$ cat config.mk
export PLATFORM = sky130hd
export DESIGN_NAME = port_reader_flat
export DESIGN_NICKNAME = d
export VERILOG_FILES = /design/src/rtl/port_reader_if.sv /design/src/rtl/port_reader.sv /design/src/flat_wrapper.sv
export SDC_FILE = /design/constraint.sdc
export NUM_CORES = 1
export LEC_CHECK = 0
export BUFFER_PORTS_ARGS = -buffer_cell sky130_fd_sc_hd__buf_2
export CELL_PAD_IN_SITES_DETAIL_PLACEMENT = 0
export CELL_PAD_IN_SITES_GLOBAL_PLACEMENT = 1
export CORE_ASPECT_RATIO = 0.5
export CORE_MARGIN = 3
export CORE_UTILIZATION = 39
export CTS_BUF_LIST = sky130_fd_sc_hd__clkbuf_4
export DETAILED_ROUTE_END_ITERATION = 7
export PLACE_DENSITY_LB_ADDON = 0.1
export SYNTH_ARGS = -nofsm -noshare
export SYNTH_HDL_FRONTEND = slang
export SYNTH_SLANG_ARGS = --single-unit
$ cat constraint.sdc
create_clock -name clk -period 2.32 [get_ports clk]
set_input_delay 0.348 -clock clk [delete_from_list [all_inputs] [get_ports clk]]
set_output_delay 0.348 -clock clk [all_outputs]
set_load 0.05 [all_outputs]
$ cat src/rtl/port_reader_if.sv
// -----------------------------------------------------------------------------
// port_reader_if
// Bundles the two handshakes of the port reader:
//   FIFO read side : port_rdy (FIFO not empty), port_rd (read strobe),
//                    port_dout (read data, valid the cycle after port_rd)
//   Byte stream    : out_data, out_valid, out_ready, out_sop, out_eop
// The master modport is the reader itself. The slave modport is the
// environment around it: the FIFO plus the downstream consumer.
// -----------------------------------------------------------------------------
interface port_reader_if #(
  parameter int W_WIDTH = 8
);
  logic               port_rdy;
  logic               port_rd;
  logic [W_WIDTH-1:0] port_dout;
  logic [W_WIDTH-1:0] out_data;
  logic               out_valid;
  logic               out_ready;
  logic               out_sop;
  logic               out_eop;

  modport master (
    input  port_rdy, port_dout, out_ready,
    output port_rd, out_data, out_valid, out_sop, out_eop
  );

  modport slave (
    output port_rdy, port_dout, out_ready,
    input  port_rd, out_data, out_valid, out_sop, out_eop
  );
endinterface

$ cat src/rtl/port_reader.sv
// -----------------------------------------------------------------------------
// port_reader
// Drains a switch-port FIFO. It reassembles packets of the form
// DA, SA, LEN, then LEN payload bytes, and presents them as a valid/ready
// byte stream tagged with start-of-packet and end-of-packet.
//
// Ports:
//   clk        rising-edge clock
//   rst        synchronous active-high reset
//   bus        port_reader_if.master (FIFO read side + output byte stream)
//   port_addr  this port's address, used only by the address check
//   pkt_cnt    packets fully delivered (EOP byte accepted), saturating
//   err_cnt    packets dropped on DA mismatch, saturating (address check only)
//   busy       mid-packet or a FIFO read in flight
//
// Optional feature: define PORT_READER_ADDR_CHK_EN to compare each DA against
// port_addr. A packet whose DA does not match is read out of the FIFO and
// dropped, and err_cnt counts it.
// -----------------------------------------------------------------------------
module port_reader #(
  parameter int W_WIDTH   = 8,
  parameter int CNT_WIDTH = 16
) (
  input  logic                 clk,
  input  logic                 rst,
  port_reader_if.master        bus,
  input  logic [W_WIDTH-1:0]   port_addr,
  output logic [CNT_WIDTH-1:0] pkt_cnt,
`ifdef PORT_READER_ADDR_CHK_EN
  output logic [CNT_WIDTH-1:0] err_cnt,
`endif
  output logic                 busy
);

  localparam logic [1:0] S_DA   = 2'd0;
  localparam logic [1:0] S_SA   = 2'd1;
  localparam logic [1:0] S_LEN  = 2'd2;
  localparam logic [1:0] S_DATA = 2'd3;

  localparam logic [W_WIDTH-1:0]   ZERO_W  = {W_WIDTH{1'b0}};
  localparam logic [W_WIDTH-1:0]   ONE_W   = {{(W_WIDTH-1){1'b0}}, 1'b1};
  localparam logic [CNT_WIDTH-1:0] ZERO_C  = {CNT_WIDTH{1'b0}};
  localparam logic [CNT_WIDTH-1:0] ONE_C   = {{(CNT_WIDTH-1){1'b0}}, 1'b1};
  localparam logic [CNT_WIDTH-1:0] MAX_C   = {CNT_WIDTH{1'b1}};

  logic [1:0]           state_r;
  logic [1:0]           state_nxt_s;
  logic [W_WIDTH-1:0]   cnt_r;
  logic [W_WIDTH-1:0]   cnt_nxt_s;
  logic                 rd_pending_r;
  logic                 rd_issue_s;
  logic                 accept_s;
  logic                 cap_sop_s;
  logic                 cap_eop_s;
  logic                 drop_s;
  logic [W_WIDTH-1:0]   out_data_r;
  logic                 out_valid_r;
  logic                 out_sop_r;
  logic                 out_eop_r;
  logic [CNT_WIDTH-1:0] pkt_cnt_r;

  // A byte leaves the hold register whenever both sides agree.
  assign accept_s = out_valid_r & bus.out_ready;

  // A new read may be issued only if its byte can land in a free hold
  // register two cycles later. The byte that frees the register is
  // accepted in the same cycle, so it counts as free.
  assign rd_issue_s = bus.port_rdy & ~rd_pending_r & (~out_valid_r | bus.out_ready) & ~rst;

  // Packet framing: next state, payload count and tags for the byte being captured
  always_comb begin
    state_nxt_s = state_r;
    cnt_nxt_s   = cnt_r;
    cap_sop_s   = 1'b0;
    cap_eop_s   = 1'b0;
    case (state_r)
      S_DA: begin
        cap_sop_s   = 1'b1;
        state_nxt_s = S_SA;
      end
      S_SA: begin
        state_nxt_s = S_LEN;
      end
      S_LEN: begin
        cnt_nxt_s = bus.port_dout;
        if (bus.port_dout == ZERO_W) begin
          cap_eop_s   = 1'b1;
          state_nxt_s = S_DA;
        end else begin
          state_nxt_s = S_DATA;
        end
      end
      S_DATA: begin
        cnt_nxt_s = cnt_r - ONE_W;
        if (cnt_r == ONE_W) begin
          cap_eop_s   = 1'b1;
          state_nxt_s = S_DA;
        end else begin
          state_nxt_s = S_DATA;
        end
      end
      default: begin
        state_nxt_s = S_DA;
      end
    endcase
  end

`ifdef PORT_READER_ADDR_CHK_EN
  logic                 drop_r;
  logic [CNT_WIDTH-1:0] err_cnt_r;

  // Drop decision: made on the DA byte itself, then held for the rest of the packet
  always_comb begin
    if (state_r == S_DA) begin
      drop_s = (bus.port_dout != port_addr);
    end else begin
      drop_s = drop_r;
    end
  end

  // Drop flag and dropped-packet counter, both updated on capture
  always_ff @(posedge clk) begin
    if (rst) begin
      drop_r    <= 1'b0;
      err_cnt_r <= ZERO_C;
    end else if (rd_pending_r) begin
      drop_r <= drop_s & ~cap_eop_s;
      if (drop_s && cap_eop_s && (err_cnt_r != MAX_C)) begin
        err_cnt_r <= err_cnt_r + ONE_C;
      end
    end
  end

  assign err_cnt = err_cnt_r;
`else
  logic unused_port_addr_s;

  assign drop_s             = 1'b0;
  assign unused_port_addr_s = ^port_addr;
`endif

  // Read tracking, framing state, hold register and delivered-packet counter
  always_ff @(posedge clk) begin
    if (rst) begin
      state_r      <= S_DA;
      cnt_r        <= ZERO_W;
      rd_pending_r <= 1'b0;
      out_data_r   <= ZERO_W;
      out_valid_r  <= 1'b0;
      out_sop_r    <= 1'b0;
      out_eop_r    <= 1'b0;
      pkt_cnt_r    <= ZERO_C;
    end else begin
      // A read is always issued with rd_pending clear, so the flag lasts
      // exactly one cycle.
      rd_pending_r <= rd_issue_s;
      if (rd_pending_r) begin
        state_r <= state_nxt_s;
        cnt_r   <= cnt_nxt_s;
      end
      if (rd_pending_r && !drop_s) begin
        out_valid_r <= 1'b1;
        out_data_r  <= bus.port_dout;
        out_sop_r   <= cap_sop_s;
        out_eop_r   <= cap_eop_s;
      end else if (accept_s) begin
        out_valid_r <= 1'b0;
      end
      if (accept_s && out_eop_r && (pkt_cnt_r != MAX_C)) begin
        pkt_cnt_r <= pkt_cnt_r + ONE_C;
      end
    end
  end

  assign bus.port_rd   = rd_issue_s;
  assign bus.out_data  = out_data_r;
  assign bus.out_valid = out_valid_r;
  assign bus.out_sop   = out_sop_r;
  assign bus.out_eop   = out_eop_r;
  assign pkt_cnt       = pkt_cnt_r;
  assign busy          = (state_r != S_DA) | rd_pending_r;

endmodule

$ cat src/flat_wrapper.sv
// flat-port wrapper written by rule: the top's interface ports become plain ports
module port_reader_flat 
#(
  parameter int W_WIDTH   = 8,
  parameter int CNT_WIDTH = 16
)
  (clk, rst, port_addr, pkt_cnt, busy, bus_port_rdy, bus_port_dout, bus_out_ready, bus_port_rd, bus_out_data, bus_out_valid, bus_out_sop, bus_out_eop);
  port_reader_if #(.W_WIDTH(W_WIDTH)) bus_i ();
  input  logic clk;
  input  logic rst;
  input  logic [W_WIDTH-1:0] port_addr;
  output logic [CNT_WIDTH-1:0] pkt_cnt;
  output logic busy;
  input wire logic [$bits(bus_i.port_rdy)-1:0] bus_port_rdy;
  input wire logic [$bits(bus_i.port_dout)-1:0] bus_port_dout;
  input wire logic [$bits(bus_i.out_ready)-1:0] bus_out_ready;
  output wire logic [$bits(bus_i.port_rd)-1:0] bus_port_rd;
  output wire logic [$bits(bus_i.out_data)-1:0] bus_out_data;
  output wire logic [$bits(bus_i.out_valid)-1:0] bus_out_valid;
  output wire logic [$bits(bus_i.out_sop)-1:0] bus_out_sop;
  output wire logic [$bits(bus_i.out_eop)-1:0] bus_out_eop;
  assign bus_i.port_rdy = bus_port_rdy;
  assign bus_i.port_dout = bus_port_dout;
  assign bus_i.out_ready = bus_out_ready;
  assign bus_port_rd = bus_i.port_rd;
  assign bus_out_data = bus_i.out_data;
  assign bus_out_valid = bus_i.out_valid;
  assign bus_out_sop = bus_i.out_sop;
  assign bus_out_eop = bus_i.out_eop;
  port_reader #(.W_WIDTH(W_WIDTH), .CNT_WIDTH(CNT_WIDTH)) u_core (.clk(clk), .rst(rst), .bus(bus_i), .port_addr(port_addr), .pkt_cnt(pkt_cnt), .busy(busy));
endmodule
Word-level counts from Yosys, hierarchy flattened
Index checks and enable logic that the tools add are counted.

Bits in registers: 38. Input port bits: 20. Logic and storage cells: 42. Output and inout bits: 29.

Reduce and logical (&&, ||, !) cells: 8. Bitwise gates (word level): 9. Equal/unequal tests: 5. Multiplexer cells: 10. $add $sub $neg: 2.

Operators with widths (number): 16-bit by 1-bit adder with 16-bit output (second input constant) (1); 16-bit != test (second input constant) (1); 8-bit one-hot mux with 2 select lines (1); 8-bit by 1-bit == test with 1-bit output (second input constant) (1); 8-bit zero test (1); 2-bit one-hot mux with 4 select lines (1); 8-bit by 1-bit subtractor with 8-bit output (second input constant) (1); 2-bit nonzero test (3); 1-bit 2-to-1 mux (5); 1-bit bitwise AND (4); 2-bit == test (second input constant) (2); 2-bit 2-to-1 mux (2); 1-bit NOT (3); 2-bit by 1-bit == test with 1-bit output (second input constant) (1); 1-bit logical AND (2); 2-bit zero test (1); 1-bit OR (2); 1-bit one-hot mux with 2 select lines (1); 2-bit AND reduction (1).

Depth between registers and ports, before layout
Gate-level depths: netlist of run 1.

Depth in word-level cells: 4. Gate-level depth with buffers: 6. Depth with buffers taken out: 6.

Worst setup path before layout of run 1
Ideal clock, no wire load.

Kind: reg-to-reg. From: register u_core.pkt_cnt_r[0] (netlist: u_core.pkt_cnt[0]). To: register u_core.pkt_cnt_r[1] (netlist: u_core.pkt_cnt[1]). Cell stages (with the launch flop): 7. Period minus slack after synthesis: 2.440 ns. Buffers on the path: 1. Data arrival time: 2.313 ns. Slack: -0.120 ns. Data required time: 2.192 ns. Path through: dfxtp_1 > ha_1 > nand4_1 > o41ai_1 > buf_2 > mux2i_1 > nor2_1.

Cells in the longest elaborated chain, start to end: 2.

Ends and longest elaborated chain: start, declared (line port_reader.sv:60) `logic [CNT_WIDTH-1:0] pkt_cnt_r;`; start signal, assigned (line port_reader.sv:170) `pkt_cnt_r <= pkt_cnt_r + ONE_C;`; branches (longest 2 deep; another with 16-bit by 1-bit adder with 16-bit output).

Several ways; the timed one is not identified. A chain may end at the register's enable or synchronous reset.

Worst setup path after layout of run 1
From: register u_core.pkt_cnt_r[5] (netlist: u_core.pkt_cnt[5]). To: register u_core.pkt_cnt_r[15] (netlist: u_core.pkt_cnt[15]).

The elaborated chain is that of the path after synthesis.

==> results.cfg, run 1 <==
[run_status]
status = finished, final reports clean

[grt]
grt_pass1_vias = 1467
grt_overflow = 0
antenna_found_initial = 0
grt.total_usage_pct = 16.1
grt_pass1_wl_um = 6870
grt_max_degree = 40

[cts]
clock-sinks = 38
cts_resized = 0
numCtsBuffers = 5
post_cts_buffers = 0
cts_hold_buffers = 0
cts_tree = done
clk_pin_slew_ns = 0.13
clock_latency_ns = 0.35
cts_root_buf = clkbuf_4
clockBufferDepth = 2
ctsHtreeMaxLevel = 2

[floorplanning]
ios = 49
start_util_pct = 43.7
die-area_sq_um = 5620
die_x_um = 103
fp.coreArea_sq_um = 4200
rows = 16
fp.dieH_um = 54.5

[power]
irDropWorstVdd_uv = 259
power_density_nw_per_um2 = 553
p_total_mw = 1.20
leakage_nw = 0.850

[synth]
ys_seq_area_share_pct = 41.4
ys.warnings.count = 0
syn_inst = 218
synth_ff_type = dfxtp_1
async_flop_share_pct = 0
synthTopCellsByCount = dfxtp_1 (38), a21oi_1 (22), nor2_1 (21), mux2i_1 (14)
post-synth-top-count-cell = dfxtp_1
synth_nets = 241
yosys.area.top_type_share_pct = 41.4
syn-cell-area_sq_um = 1840
ys_types = 39
yosys-top-cells-area = dfxtp_1 (41%), mux2i_1 (7.6%), a21oi_1 (6.0%), nor2_1 (4.3%), nand3_1 (3.5%)
ys_ff_latch = 38
syn_area_per_cell_sq_um = 8.43
synth_top_area_cell = dfxtp_1
synth_edf_count = 0

[placement]
gp_congestion = 0.818
place_inst = 304
dpl_cell_area_sq_um = 2120
io_buffers = 40
hpwl_um = 3000

[setup_path]
endpoint_kind = flop
r2r_start = u_core.pkt_cnt[5]
path_max_fanout = 8
arrival_ns = 2.35
reg2reg_depth = 4
worstSetupStartpointType = flop
critPathKind = reg2reg
worst_ep_required_time_ns = 2.60
timing.rr.end = u_core.pkt_cnt[15]
rrSetupSlack_ns = 0.25

[routing]
vias_per_cell = 5.48
drcViolationCount = 0
totalWireLength_um = 4210
antenna_left = 0
vias = 1710
drt-pass1-iter-count = 4
post_drt_wl_per_cell_um = 13.5
drt-initial-drc-count = 38

[flow_run]
maxCapViolCount = 0

[cells_and_area]
syn2layout_area_growth_pct = 18.0
final_util_pct = 51.6
stdcell_area_sq_um = 2170
diodes = 0
n_fill_cell = 422
final_cells = 312
drive_gt1_share_pct = 23.6
layout.nets = 280

[sta]
fin_setup_tns_ns = 0
post-route-period-util_pct = 89.1
min_period_ns = 2.07
fin_skew_ns = 0.0137
fmax_mhz = 484
maxSlewHeadroom_pct = 71.1
slew_viol_final = 0
hold_violations = 0
grt_setup_unrepaired = no
tightest_slew_ns = 0.433
finalSetupViolCount = 0

[min_path]
hold_depth = 3
hp-class = in2reg
hp-start = bus_port_dout[1]
holdPathEnd = u_core.bus.out_data[1]
[registers in the layout (all words and copies together) (netlist names)]
name and flops:
u_core.bus.out_eop 1, u_core.cnt_r 8, u_core.state_r 2, u_core.bus.out_sop 1
u_core.bus.out_data 8, u_core.pkt_cnt 16, u_core.bus.out_valid 1, u_core.rd_pending_r 1
[metrics by stage]
step | hold WS (ns) | setup slack [ns]
final | 0.264 | 0.253
after global routing | 0.261 | 0.173
after CTS | 0.241 | 0.256
after detailed placement | 0.481 | 0.298
after global placement | 0.469 | 0.309
after floorplan | 0.455 | 0.0159
[power by group]
group	switching, mW	internal (mW)
sequential	0.0213	0.670
combinational	0.110	0.0561
clock	0.230	0.113
total	0.361	0.839
[cells in the final DEF (no fill, tap or decap), drive strengths merged, types with 2 or more instances in the layout]
master  Yosys  routed
buf         2      46
dfxtp      38      38
a21oi      22      22
nor2       21      21
mux2i      14      14
nand3      13      13
nand2      13      13
o21ai       9       9
or3         8       8
nor3        8       8
or4         7       7
o31ai       6       6
inv         5       5
clkbuf     12       5
nor4        4       4
nor2b       3       3
a22oi       3       3
ha          3       3
nand4       3       3
and3b       2       2
and3        2       2
and2        2       2
nor4b       2       2
mux2        2       2
o21ba       2       2
o31a        2       2
clkinv      0       2
[routing by layer]
layer,up-vias,track usage (%),part of all wire (%)
li1,884,-,-
met1,787,21.5,50
met2,37,24.7,44
met3,2,6.11,5.3
met4,0,3.87,0.36
met5,-,0,0
[cell type report]
class                           count  area [sq um]  area share [%]
Clock inverter                      3          16.3           0.750
Tap cell                           54          67.6            3.11
Clock buffer                        5          37.5            1.73
Multi-Input combinational cell    161          1010            46.6
Timing Repair Buffer               46           258            11.9
Inverter                            5          18.8           0.865
Sequential cell                    38           761            35.1
[worst max-delay path by stage]
stage,from,to,depth (start not counted)
2_1_floorplan,u_core.pkt_cnt[0],u_core.pkt_cnt[1],6
3_3_place_gp,u_core.pkt_cnt[5],u_core.pkt_cnt[13],4
3_5_place_dp,u_core.pkt_cnt[5],u_core.pkt_cnt[13],4
4_1_cts,u_core.pkt_cnt[5],u_core.pkt_cnt[15],4
5_1_grt,u_core.pkt_cnt[5],u_core.pkt_cnt[13],4
6_report,u_core.pkt_cnt[5],u_core.pkt_cnt[15],4
[critical path, cell delays in order, from the launching register on]
cell and delay, ns:
dfxtp_1 0.46, nand4_2 0.17, or4_1 0.69, or4_1 0.55, a21oi_1 0.14
[cells by family after synthesis]
group | after synthesis | synth area share [%]
AOI/OAI and AO/OA | 50 | 16.7
and+or+nand+nor | 91 | 26.5
xor gates and xnor gates | 1 | 0.477
DFF | 38 | 41.4
muxes | 16 | 8.85
buffers and inverters | 19 | 4.02
adders and majority gates | 3 | 2.04
(Power assumes the default switching activity.)
==> run 2, diff against run 1 <==
- CELL_PAD_IN_SITES_GLOBAL_PLACEMENT: 1 -> 2
- CORE_UTILIZATION: 39 -> 31
==> run 2 against run 1 <==
  * Cell area rose by 1.1%
  * Global-route usage decreased by 1.4 points
  * Flip-flop and latch count unchanged
  * Core utilization shrank 13 points
  * Register-to-register slack worse by 0.02 ns
  * Combinational power is 3% higher
  * Critical path depth unchanged
  * Worst hold slack got worse by 0.0099 ns
  * Critical endpoint unchanged
  * Worst setup slack worse by 0.017 ns
  * Largest power group unchanged
  * Clock skew grew 0.0017 ns
  * Critical path type unchanged
  * Via count grew 0.35%
  * Clock-buffer cell count grew 1
==> results.cfg, run 2 (synthesized netlist as in run 1, its figures left out) <==
[power]
power_density_nw_per_um2 = 556
leakage_nw = 0.855
irDropWorstVdd_uv = 168

[sta]
fin_skew_ns = 0.0154
finalSetupViolCount = 0
slew_viol_final = 0
fin_setup_tns_ns = 0
grt_setup_unrepaired = no
hold_violations = 0
fin_hold_ws_ns = 0.254
fin_ws_ns = 0.236
fmax_mhz = 480
post-route-period-util_pct = 89.8
tightest_slew_ns = 0.453
min_period_ns = 2.08
maxSlewHeadroom_pct = 69.8

[cts]
post_cts_buffers = 0
cts_hold_buffers = 0
cts_root_buf = clkbuf_4
clock_latency_ns = 0.35
ctsHtreeMaxLevel = 2
clk_pin_slew_ns = 0.13
cts_tree = done
clock-sinks = 38
numCtsBuffers = 5
cts_resized = 0
clockBufferDepth = 2

[cells_and_area]
final_cells = 331
layout.nets = 280
final_common_cell = buf_2
largest_register_ffs = 16
mostFrequentLayoutCells = buf_2 (40), dfxtp_1 (38), a21oi_1 (22)
diodes = 0
drive_gt1_share_pct = 23.6
stdcell_area_sq_um = 2190
syn2layout_area_growth_pct = 19.3

[floorplanning]
fp.coreArea_sq_um = 5610
fp.dieH_um = 60.5
ios = 49
die-area_sq_um = 6950
rows = 19
start_util_pct = 32.8
die_x_um = 115

[min_path]
hp-class = in2reg
holdPathEnd = u_core.bus.out_data[6]
hold_depth = 3
hp-start = bus_port_dout[6]

[setup_path]
worst_ep_required_time_ns = 2.60
reg2reg_depth = 4
r2r_start = u_core.pkt_cnt[5]
rrSetupSlack_ns = 0.24
timing.rr.end = u_core.pkt_cnt[15]
critPathKind = reg2reg
worstSetupStartpointType = flop
path_max_fanout = 8
endpoint_kind = flop
arrival_ns = 2.36

[placement]
place_inst = 323
pre_cts_ws_ns = 0.255
dpl_cell_area_sq_um = 2140
gp_congestion = 0.703
hpwl_um = 3280
io_buffers = 40

[grt]
antenna_found_initial = 0
grt_pass1_vias = 1674
grt_overflow = 0
grt_pass1_wl_um = 8050
grt_max_degree = 40
grt.total_usage_pct = 14.7

[routing]
drt-pass1-iter-count = 4
post_drt_wl_per_cell_um = 14.2
drcViolationCount = 0
drt-initial-drc-count = 95
vias = 1716
vias_per_cell = 5.18
totalWireLength_um = 4700
antenna_left = 0

[flow_run]
maxCapViolCount = 0

[run_status]
status = finished, final reports clean
-- run 2: worst max path at each step --
stage / start / end / slack (ns)
global route: u_core.pkt_cnt[5] / u_core.pkt_cnt[11] / 0.11
CTS: u_core.pkt_cnt[5] / u_core.pkt_cnt[15] / 0.20
finish: u_core.pkt_cnt[5] / u_core.pkt_cnt[15] / 0.24
detailed placement: u_core.pkt_cnt[5] / u_core.pkt_cnt[15] / 0.26
global placement: u_core.pkt_cnt[6] / u_core.pkt_cnt[13] / 0.29
floorplan: u_core.pkt_cnt[0] / u_core.pkt_cnt[1] / 0.02
-- run 2: final cells by class --
class,instances,area [sq um]
clock inverters,2,8.76
inverters,5,18.8
clock buffers,6,45.0
well taps,73,91.3
multi-input cells,161,1010
fillers,594,3420
repair buffers,46,258
flip-flops and latches,38,761
-- run 2: per-layer routing --
metal / up-vias / wire (um) / GRT usage (%)
li1: 878 / - / -
met1: 808 / 2380 / 20.0
met2: 25 / 2110 / 23.3
met3: 5 / 174 / 3.98
met4: 0 / 34 / 4.01
met5: - / 0 / 0
-- run 2: metrics by stage --
| step | util, % | total power, mW |
|---|---|---|
| after global routing | 39.1 | 1.28 |
| after CTS | 39.1 | 1.24 |
| after floorplan | - | 0.826 |
| after global placement | 38.1 | 0.876 |
| after detailed placement | 38.1 | 0.876 |
| final | 39.1 | 1.22 |
-- run 2: power breakdown --
part           internal (mW)  total (mW)  switching (mW)  leakage (nW)
Combinational         0.0562       0.171           0.115         0.514
Clock                  0.126       0.359           0.234        0.0331
Sequential             0.670       0.689          0.0183         0.308
-- run 2: worst max-delay path, stage by stage, from the launching register on --
cell and delay, ns:
dfxtp_1 0.46, nand4_2 0.17, or4_1 0.69, or4_1 0.55, a21oi_1 0.14
==> run 3, diff against run 2 <==
- clock period: 2.32 -> 2 ns (I/O delays scaled with it)
==> run 3 against run 2 <==
  * Worst hold slack got worse by 0.060 ns
  * Cell area increased by 2.1%
  * Wire length decreased by 2.0%
  * First-iteration DRC count increased by 6.3%
  * Worst setup slack got worse by 0.043 ns
  * Clock power increased by 12%
  * Sequential share of layout area increased by 0.59 points
  * Critical path depth increased by 1
  * Register-to-register slack got worse by 0.04 ns
  * Clock-buffer cell count unchanged
  * Maximum frequency increased by 15%
  * Combinational power increased by 19%
  * Critical path type unchanged
  * Critical endpoint is now u_core.pkt_cnt[10]
  * Highest routed layer unchanged
==> results.cfg, run 3 (synthesized netlist as in run 1, its figures left out) <==
[sta]
post-route-period-util_pct = 90.4
finalSetupViolCount = 0
maxSlewHeadroom_pct = 70.1
fin_setup_tns_ns = 0
hold_violations = 0
fin_skew_ns = 0.0151
fin_hold_ws_ns = 0.194
slew_viol_final = 0
min_period_ns = 1.81
fmax_mhz = 553
tightest_slew_ns = 0.447
grt_setup_unrepaired = no

[grt]
grt_max_degree = 40
grt_overflow = 0
grt_pass1_vias = 1557
use_met3_pct = 4.68
met1_usage_pct = 18.9
met2_usage_pct = 20.6
grt.total_usage_pct = 13.9
grt_pass1_wl_um = 7510
grt-busiest-layer = met2
antenna_found_initial = 0

[cts]
post_cts_buffers = 0
clock_latency_ns = 0.36
clk_pin_slew_ns = 0.12
cts_tree = done
cts_hold_buffers = 0
numCtsBuffers = 5
cts_root_buf = clkbuf_4
cts_resized = 0
clockBufferDepth = 2
clock-sinks = 38
ctsHtreeMaxLevel = 2

[floorplanning]
start_util_pct = 32.8
die-area_sq_um = 6950
fp.dieH_um = 60.5
fp.coreArea_sq_um = 5610
die_x_um = 115
rows = 19
ios = 49

[cells_and_area]
layout.nets = 283
drive_gt1_share_pct = 30.8
diodes = 0
syn2layout_area_growth_pct = 21.8
final_common_cell = buf_2
n_fill_cell = 596
stdcell_area_sq_um = 2240
multi_input_area_sq_um = 1020
regArea_sq_um = 790
largest_register_ffs = 16
mostFrequentLayoutCells = buf_2 (40), dfxtp_1 (23), a21oi_1 (22)

[power]
p_sw_share_pct = 29.8
power_density_nw_per_um2 = 625
leakage_nw = 0.871
seqPwrFrac_pct = 56.7
intPower_uw = 982
p_switching_uw = 417
pwr-share-clk_pct = 28.8
combPwrFrac_pct = 14.5
p_total_mw = 1.40
irDropWorstVdd_uv = 309

[setup_path]
r2r_start = u_core.pkt_cnt[0]
rrSetupSlack_ns = 0.19
timing.rr.end = u_core.pkt_cnt[10]
path_max_fanout = 5
critPathKind = reg2reg
endpoint_kind = flop
arrival_ns = 2.11
worstSetupStartpointType = flop
worst_ep_required_time_ns = 2.30
reg2reg_depth = 5

[routing]
drcViolationCount = 0
post_drt_wl_per_cell_um = 13.8
antenna_left = 0
vias_per_cell = 5.17
totalWireLength_um = 4610
drt-initial-drc-count = 101
drt-pass1-iter-count = 4
vias = 1720

[min_path]
hp-start = bus_port_rdy
hp-class = in2reg
hold_depth = 2
holdPathEnd = u_core.rd_pending_r

[run_status]
status = finished, final reports clean

[placement]
hpwl_um = 3290
gp_congestion = 0.697
io_buffers = 40
dpl_cell_area_sq_um = 2180

[flow_run]
maxCapViolCount = 0
==> run 3: cell types whose count changed in the layout (fill, tap and decap cells not counted), moves of 4 or more <==
cell / before / now
dfxtp_2: 0 / 11
buf_4: 5 / 9
dfxtp_4: 0 / 4
dfxtp_1: 38 / 23
==> run 3: stage by stage <==
stage / cells / setup slack [ns] / utilization (%)
final: 333 / 0.193 / 39.9
after global placement: 326 / 0.108 / 38.8
after detailed placement: 326 / 0.0883 / 38.8
after floorplan: 218 / 0.0277 / -
after global routing: 333 / 0.0196 / 39.9
after CTS: 333 / 0.0883 / 39.7
==> run 3: worst max path at each step <==
stage / start / to / slack [ns] / cells past startpoint
floorplan: u_core.pkt_cnt[2] / u_core.pkt_cnt[15] / 0.03 / 5
global placement: bus_out_ready / u_core.pkt_cnt[15] / 0.11 / 5
detailed placement: bus_out_ready / u_core.pkt_cnt[13] / 0.09 / 5
CTS: u_core.pkt_cnt[6] / u_core.pkt_cnt[15] / 0.09 / 4
global route: u_core.pkt_cnt[0] / u_core.pkt_cnt[10] / 0.02 / 5
finish: u_core.pkt_cnt[0] / u_core.pkt_cnt[10] / 0.19 / 5
==> run 3: worst max-delay path, stage by stage, from the launching register on <==
cell and delay, ns:
dfxtp_2 0.39, ha_1 0.20, nand4_1 0.22, or3_4 0.47
or3_1 0.35, a21oi_1 0.13
==> run 3: layout make-up <==
cell class              count  share of cell area (%)
clock buffers               6                    2.01
repair buffers             49                    12.0
multi-input cells         161                    45.7
well taps                  73                    4.08
clock inverters             1                   0.168
flip-flops and latches     38                    35.3
inverters                   5                   0.838
==> run 3: routing by layer <==
metal / vias up / wire [um]
li1: 886 / -
met1: 804 / 2450
met2: 25 / 1880
met3: 5 / 224
met4: 0 / 49
met5: - / 0
==> run 3: power by group through the flow <==
stage | clock network, mW | logic [mW] | registers (mW)
2_1_floorplan | 0 | 0.117 | 0.836
3_3_place_gp | 0 | 0.203 | 0.810
3_5_place_dp | 0 | 0.205 | 0.811
4_1_cts | 0.423 | 0.205 | 0.794
5_1_grt | 0.453 | 0.220 | 0.798
6_report | 0.403 | 0.203 | 0.794
